`src/rtl/board_arb_pkg.sv`:
```
// Shared types and defaults for the tetris board RAM arbiter.
package board_arb_pkg;

  localparam int DEF_ADDR_W     = 9;
  localparam int DEF_DEPTH      = 512;
  localparam int DEF_STARVE_MAX = 15;

  typedef enum logic {ST_IDLE, ST_CLEAR} arb_state_t;

  typedef enum logic [1:0] {OWN_NONE, OWN_VGA, OWN_GL, OWN_CLR} owner_t;

  // Read-return tag carried alongside the RAM's one-cycle read latency.
  typedef struct packed {
    owner_t owner;
    logic   gl_rd;
    logic   oor;
    logic   vga_miss;
  } rd_tag_t;

endpackage

```
`src/rtl/board_clear_seq.sv`:
```
// Board-clear sequencer: walks clr_ptr over every cell, stepping only when granted.
module board_clear_seq
  import board_arb_pkg::*;
#(
  parameter int ADDR_W = DEF_ADDR_W,
  parameter int DEPTH  = DEF_DEPTH
) (
  input  logic              clk_25mhz,
  input  logic              reset,
  input  logic              start,
  input  logic              advance,
  output logic              busy,
  output logic [ADDR_W-1:0] ptr
);

  localparam logic [ADDR_W-1:0] LAST = ADDR_W'(DEPTH - 1);

  arb_state_t        state, state_nxt;
  logic [ADDR_W-1:0] ptr_nxt;

  always_ff @(posedge clk_25mhz or negedge reset) begin
    if (!reset) begin
      state <= ST_IDLE;
      ptr   <= '0;
    end else begin
      state <= state_nxt;
      ptr   <= ptr_nxt;
    end
  end

  always_comb begin
    state_nxt = state;
    ptr_nxt   = ptr;
    case (state)
      ST_IDLE: begin
        if (start) begin
          state_nxt = ST_CLEAR;
          ptr_nxt   = '0;
        end
      end
      ST_CLEAR: begin
        if (advance) begin
          if (ptr == LAST) begin
            state_nxt = ST_IDLE;
            ptr_nxt   = '0;
          end else begin
            ptr_nxt = ptr + 1'b1;
          end
        end
      end
      default: state_nxt = ST_IDLE;
    endcase
  end

  assign busy = (state == ST_CLEAR);

endmodule

```
`src/rtl/board_mem_arbiter.sv`:
```
// Arbitrates the single-port 1-bit board RAM between VGA fetch, game logic and board clear.
module board_mem_arbiter
  import board_arb_pkg::*;
#(
  parameter int ADDR_W     = DEF_ADDR_W,
  parameter int DEPTH      = DEF_DEPTH,
  parameter int STARVE_MAX = DEF_STARVE_MAX
) (
  input  logic              clk_25mhz,
  input  logic              reset,
  input  logic              vga_req,
  input  logic [ADDR_W-1:0] vga_addr,
  output logic              vga_bit,
  output logic              vga_miss,
  input  logic              gl_req,
  input  logic              gl_we,
  input  logic [ADDR_W-1:0] gl_addr,
  input  logic              gl_wdata,
  output logic              gl_gnt,
  output logic              gl_rvalid,
  output logic              gl_rdata,
  input  logic              clr_start,
  output logic              clr_busy,
  output logic [ADDR_W-1:0] mem_addr,
  output logic              mem_we,
  output logic              mem_wdata,
  input  logic              mem_rdata
);

  localparam int                SW         = (STARVE_MAX < 2) ? 1 : $clog2(STARVE_MAX + 1);
  localparam logic [SW-1:0]     STARVE_LIM = SW'(STARVE_MAX);
  localparam logic [ADDR_W:0]   DEPTH_LIM  = (ADDR_W + 1)'(DEPTH);

  owner_t            owner;
  logic [SW-1:0]     starve_cnt;
  logic [ADDR_W-1:0] clr_ptr;
  logic              gl_in_range;
  logic              mem_we_raw;
  rd_tag_t           tag_d, tag_q;

  board_clear_seq #(
    .ADDR_W (ADDR_W),
    .DEPTH  (DEPTH)
  ) u_clear (
    .clk_25mhz (clk_25mhz),
    .reset     (reset),
    .start     (clr_start),
    .advance   (owner == OWN_CLR),
    .busy      (clr_busy),
    .ptr       (clr_ptr)
  );

  assign gl_in_range = ({1'b0, gl_addr} < DEPTH_LIM);

  always_comb begin
    owner = OWN_NONE;
    if (clr_busy)
      owner = vga_req ? OWN_VGA : OWN_CLR;
    else if (gl_req && (starve_cnt == STARVE_LIM))
      owner = OWN_GL;
    else if (vga_req)
      owner = OWN_VGA;
    else if (gl_req)
      owner = OWN_GL;
  end

  assign gl_gnt = (owner == OWN_GL);

  always_comb begin
    mem_addr   = vga_addr;
    mem_we_raw = 1'b0;
    mem_wdata  = 1'b0;
    case (owner)
      OWN_GL: begin
        mem_addr   = gl_addr;
        mem_we_raw = gl_we && gl_in_range;
        mem_wdata  = gl_wdata;
      end
      OWN_CLR: begin
        mem_addr   = clr_ptr;
        mem_we_raw = 1'b1;
      end
      default: ;
    endcase
  end

  assign mem_we = mem_we_raw && reset;

  always_ff @(posedge clk_25mhz or negedge reset) begin
    if (!reset)
      starve_cnt <= '0;
    else if (clr_busy || !gl_req || gl_gnt)
      starve_cnt <= '0;
    else if (starve_cnt != STARVE_LIM)
      starve_cnt <= starve_cnt + 1'b1;
  end

  always_comb begin
    tag_d.owner    = owner;
    tag_d.gl_rd    = (owner == OWN_GL) && !gl_we;
    tag_d.oor      = !gl_in_range;
    tag_d.vga_miss = vga_req && (owner != OWN_VGA);
  end

  // Stage 1 tags the owner while the RAM reads; stage 2 captures mem_rdata into the outputs.
  always_ff @(posedge clk_25mhz or negedge reset) begin
    if (!reset) begin
      tag_q     <= '{owner: OWN_NONE, gl_rd: 1'b0, oor: 1'b0, vga_miss: 1'b0};
      vga_bit   <= 1'b0;
      vga_miss  <= 1'b0;
      gl_rvalid <= 1'b0;
      gl_rdata  <= 1'b0;
    end else begin
      tag_q     <= tag_d;
      vga_miss  <= tag_q.vga_miss;
      gl_rvalid <= tag_q.gl_rd;
      if (tag_q.owner == OWN_VGA)
        vga_bit <= mem_rdata;
      if (tag_q.gl_rd)
        gl_rdata <= tag_q.oor ? 1'b0 : mem_rdata;
    end
  end

endmodule

```
`config.mk`:
```
export PLATFORM = sky130hd
export DESIGN_NAME = board_mem_arbiter
export DESIGN_NICKNAME = d
export VERILOG_FILES = /design/src/rtl/board_arb_pkg.sv /design/src/rtl/board_clear_seq.sv /design/src/rtl/board_mem_arbiter.sv
export SDC_FILE = /design/constraint.sdc
export NUM_CORES = 1
export LEC_CHECK = 0
export BUFFER_PORTS_ARGS = -buffer_cell sky130_fd_sc_hd__buf_4
export CAP_MARGIN = 20
export CORE_ASPECT_RATIO = 0.9
export CORE_MARGIN = 3
export CORE_UTILIZATION = 52
export CTS_BUF_LIST = sky130_fd_sc_hd__clkbuf_16
export CTS_CLUSTER_DIAMETER = 50
export DETAILED_ROUTE_END_ITERATION = 10
export GPL_TIMING_DRIVEN = 1
export PLACE_DENSITY = 0.83
export SLEW_MARGIN = 20
export SYNTH_ARGS = -nofsm -noshare
export SYNTH_HDL_FRONTEND = slang
export SYNTH_SLANG_ARGS = --single-unit
```
`constraint.sdc`:
```
create_clock -name clk_25mhz -period 4.2 [get_ports clk_25mhz]
set_input_delay 0.42 -clock clk_25mhz [delete_from_list [all_inputs] [get_ports clk_25mhz]]
set_output_delay 0.42 -clock clk_25mhz [all_outputs]
set_load 0.02 [all_outputs]
```
[Yosys cells after proc, flatten, opt, wreduce, memory -nomap -nowiden]
Cells that the tools add are included.
Storage, ports and cells
  flip-flop bits (word level): 22
  input bits: 26
  output and inout port bits: 17
  word-level logic and storage cells: 50
Cells by class
  add/sub/neg operators: 2
  equal/unequal tests: 9
  multiplexer cells: 18
  bitwise logic cells: 1
  reduce and logical (&&, ||, !) cells: 10
Operators with widths (number)
  9-bit one-hot mux with 2 select lines: 2
  9-bit two-way mux: 3
  2-bit two-way mux: 5
  9-bit by 1-bit adder with 9-bit output, second input constant: 1
  9-bit equality test, second input constant: 1
  4-bit two-way mux: 2
  4-bit by 1-bit adder with 4-bit output, second input constant: 1
  2-bit equality test, second input constant: 2
  4-bit equality test, second input constant: 1
  1-bit logical AND: 4
  1-bit two-way mux: 4
  2-bit by 1-bit != test with 1-bit output, second input constant: 2
  4-bit != test, second input constant: 1
  1-bit one-hot mux with 2 select lines: 2
  2-bit by 1-bit equality test with 1-bit output, second input constant: 1
  1-bit zero test: 2
  1-bit logical OR: 2
  2-bit != test, second input constant: 1
  2-bit AND reduction: 1
  2-bit nonzero test: 1
  1-bit inverter: 1

[Longest topological paths before layout]
  depth after elaboration: 7
  gate-level depth with buffers: 8
  gate-level depth less buffers: 7

[Hierarchy]
Synthesis repeated with hierarchy kept, for this count alone.
Unflattened totals
  cell total of the unflattened synthesis: 153
  area total of the unflattened synthesis: 1514.0 µm²
By module, submodules not included
  board_mem_arbiter: times used 1, cells each 106, area each 972.2 µm², sequential area each 300.3 µm²
  board_clear_seq: times used 1, cells each 47, area each 541.8 µm², sequential area each 250.2 µm²

[Worst setup path after synthesis]
Ideal clock, no wire load.
  kind: reg2out
  start: reg u_clear.state (netlist: u_clear.busy)
  end: out mem_addr[3]
  data arrival time: 1657 ps
  required time: 3780 ps
  setup slack: 2123 ps
  cell stages (with the launch flop): 6
  buffers on the path: 2
  cells stage by stage: dfrtp_1 buf_2 nor2b_1 a21boi_1 buf_2 a221o_1
On the way
  word-level cells in the longest chain between the ends: 3
  elaborated cells between the ends (all ways): 4
  those cells by class: eq/ne (2); mux (2)
RTL lines
  from (decl): line board_clear_seq.sv:18  | arb_state_t state, state_nxt;
  from (signal assigned): line board_clear_seq.sv:26  | state <= state_nxt;
  2-bit two-way mux: line board_mem_arbiter.sv:57  | if (clr_busy)
  2-bit equality test
  via gl_gnt: line board_mem_arbiter.sv:19  | output logic gl_gnt,
  9-bit one-hot mux with 2 select lines: line board_mem_arbiter.sv:73  | case (owner)
  to (decl): line board_mem_arbiter.sv:24  | output logic [ADDR_W-1:0] mem_addr,
The timed path passes the listed nets, and every way through them passes these cells.

[Worst setup path after layout]
  start: reg u_clear.state (netlist: u_clear.busy)
  end: out mem_addr[0]
On the way
  word-level cells in the longest chain between the ends: 3
  elaborated cells between the ends (all ways): 4
  those cells by class: eq/ne (2); mux (2)
RTL lines (line)
  2-bit two-way mux (*): board_mem_arbiter.sv:57
  2-bit equality test: board_mem_arbiter.sv:73
  9-bit one-hot mux with 2 select lines (*): board_mem_arbiter.sv:73
Mark *: on every way between the ends. The rest lies on a longest branch, timed or not.

==> flow_metrics.tcl <==
set metrics [dict create \
    clock_sinks 22 \
    synthTopCellsByArea "dfrtp_1 (47%), a221o_1 (7.7%), and2_1 (4.3%), nand3_1 (3.8%), nor2_1 (3.8%)" \
    htree_levels 1 \
    maxCapViolCount 0 \
    utilization_pct 77.3 \
    fp.dieArea_um2 2870 \
    core_area_um2 2030 \
    setup_tns_ps 0 \
    arrival_ps 2240 \
    outcome "completed" \
    firstDrtPassIters 4 \
    place.gp.congestion 0.829 \
    powerDensity_nw_per_um2 350 \
    vias 1112 \
    ctsResizeCount 0 \
    finalHoldViolations 0 \
    max-vdd-ir-drop_uv 341 \
    netlist.area_leader.share_pct 46.8 \
    clkSlewWorstSetupHoldPaths_ps 50 \
    grt_max_degree 25 \
    setup_viol 0 \
    start_util_pct 58.0 \
    syn_to_final_growth_pct 33.3 \
    grt_setup_unrepaired "false" \
    wl_um 2910 \
    n_antenna_cell 0 \
    synthTopCellsByCount "dfrtp_1 (22), nor2_1 (12), a221o_1 (9), nand3_1 (9), and2_1 (8)" \
    hpwl_um 2180 \
    clockBufferDepth 2 \
    clock_latency_ps 250 \
    crit_path_start_kind "flop" \
    viasPerCell 6.11 \
    tightest_slew_ps 963 \
    worstSetupPathType "reg2out" \
    wl_per_cell_um 16.0 \
    post_cts_buffers 0 \
    postSynthCellCount 117 \
    cp_slowest_cell "a21boi_1" \
    cts_hold_buf 0 \
    period_share_pct 63.3 \
    design_area_um2 1570 \
    syn_area_per_cell_um2 10.1 \
    fmax_mhz 376 \
    synth-main-ff-cell "dfrtp_1" \
    antenna_found_initial 0 \
    required_ps 3780 \
    fp.dieH_um 51.1 \
    first_global_vias 1036 \
    synth_edf_count 0 \
    ys_types 38 \
    min_path_type "in2async" \
    critPathBufInv 1 \
    crit_fanout 14 \
    crit_family "compound AO/OA/AOI/OAI gates" \
    worst_path_largest_cell_delay_ps 810 \
    rows 15 \
    path_cells "nor2b_1, a21boi_1, a221o_1, buf_4" \
    yosysWarnings 0 \
    period_needed_ps 2660 \
    numPortBuffers 42 \
    crit_path_end_kind "output port" \
    layout-drive-gt1-share_pct 30.6 \
    antenna_left 0 \
    drc 0 \
    leakage_nw 0.752 \
    synth.most_common_cell "dfrtp_1" \
    clk_root_buffer_cell "clkbuf_16" \
    seq_area_frac_synth_pct 46.8 \
    maxSlewHeadroom_pct 35.7 \
    fin_nets 187 \
    yosysTopAreaCell "dfrtp_1" \
    placed_area_um2 1490 \
    cts_tree "yes" \
    io_pins 43 \
    netlist_area_um2 1180 \
    finalMaxSlewViolations 0 \
    die_x_um 56.1 \
    cts_buffers 3 \
    synth_seq_cells 22 \
    syn-num-nets 146 \
    overflow 0 \
    drt-initial-drc-count 67 \
    grt_pass1_wl_um 4710 \
    clock_skew_ps 2.15 \
    async_flop_share_pct 100 \
    grt.total_usage_pct 21.4 \
]
[flip-flops by register name, summed over array words and instances (netlist names)]
signal,cells
gl_rdata,1
u_clear.busy,1
u_clear.ptr,9
gl_rvalid,1
vga_miss,1
starve_cnt,4
tag_q,4
vga_bit,1
[per-layer routing]
layer,track usage (%),share of wire (%)
met2,34.8,48
met1,26.2,41
met4,10.3,1.6
met5,0,0
met3,6.06,9.3
[metrics by stage]
| step | power (W) | instances | hold slack (ps) | worst slack (ps) |
|---|---|---|---|---|
| after global placement | 0.000348 | 178 | 325 | 1930 |
| after floorplan | 0.000301 | 117 | 124 | 2120 |
| after CTS | 0.000551 | 182 | 57.2 | 1570 |
| after global routing | 0.000570 | 182 | 70.0 | 1320 |
| final | 0.000548 | 182 | 51.0 | 1540 |
| after detailed placement | 0.000354 | 178 | 324 | 1860 |
[power by group]
| group | switching (W) | internal (W) |
|---|---|---|
| combinational | 0.0000515 | 0.0000554 |
| sequential | 0.0000179 | 0.000226 |
| clock | 0.0000703 | 0.000127 |
| total | 0.000140 | 0.000408 |
[cells by family after synthesis]
group	count (synthesis)	synth area share, %
AO/OA/AOI/OAI	28	19.6
AND/OR/NAND/NOR	49	22.6
multiplexers	2	1.91
adder cells (fa/ha/maj)	3	3.19
flip-flops	22	46.8
XOR/XNOR	2	1.49
buffers and inverters	11	4.47
[area by class of cell]
cell class	count	area (um2)
fill	146	459
multi-input combinational	84	573
timing repair buffer	42	315
clock buffer	3	75.1
tap	25	31.3
inverter	5	18.8
sequential	22	551
clock inverter	1	3.75
[worst paths after layout]
path / slack, ps / depth (start not counted) / to / startpoint
min in group clk_25mhz: 330 / 2 / tag_q[2]$_DFF_PN0_ / gl_we
worst max-delay path: 1540 / 4 / mem_addr[0] / u_clear.busy$_DFF_PN0_
max in group asynchronous: 3920 / 1 / u_clear.ptr[3]$_DFFE_PN0P_ / reset
worst min-delay path: 50 / 1 / tag_q[0]$_DFF_PN0_ / reset
worst max register to register: 1900 / 7 / u_clear.ptr[5]$_DFFE_PN0P_ / u_clear.ptr[0]$_DFFE_PN0P_
worst min register to register: 360 / 0 / vga_miss$_DFF_PN0_ / tag_q[0]$_DFF_PN0_
[cell usage in the layout (no fill, tap or decap), drive strengths merged, types with 2 or more instances in the layout]
master / instances
a22oi: 2
a221o: 9
a21boi: 2
or3: 2
dfrtp: 22
buf: 42
nand2: 2
clkbuf: 3
inv: 5
o21ai: 4
mux2: 2
ha: 3
nor2b: 5
nor3: 2
nand3: 9
a22o: 3
nor2: 12
nand2b: 3
and2: 8
Note: power is estimated with default switching activity, not from simulation.
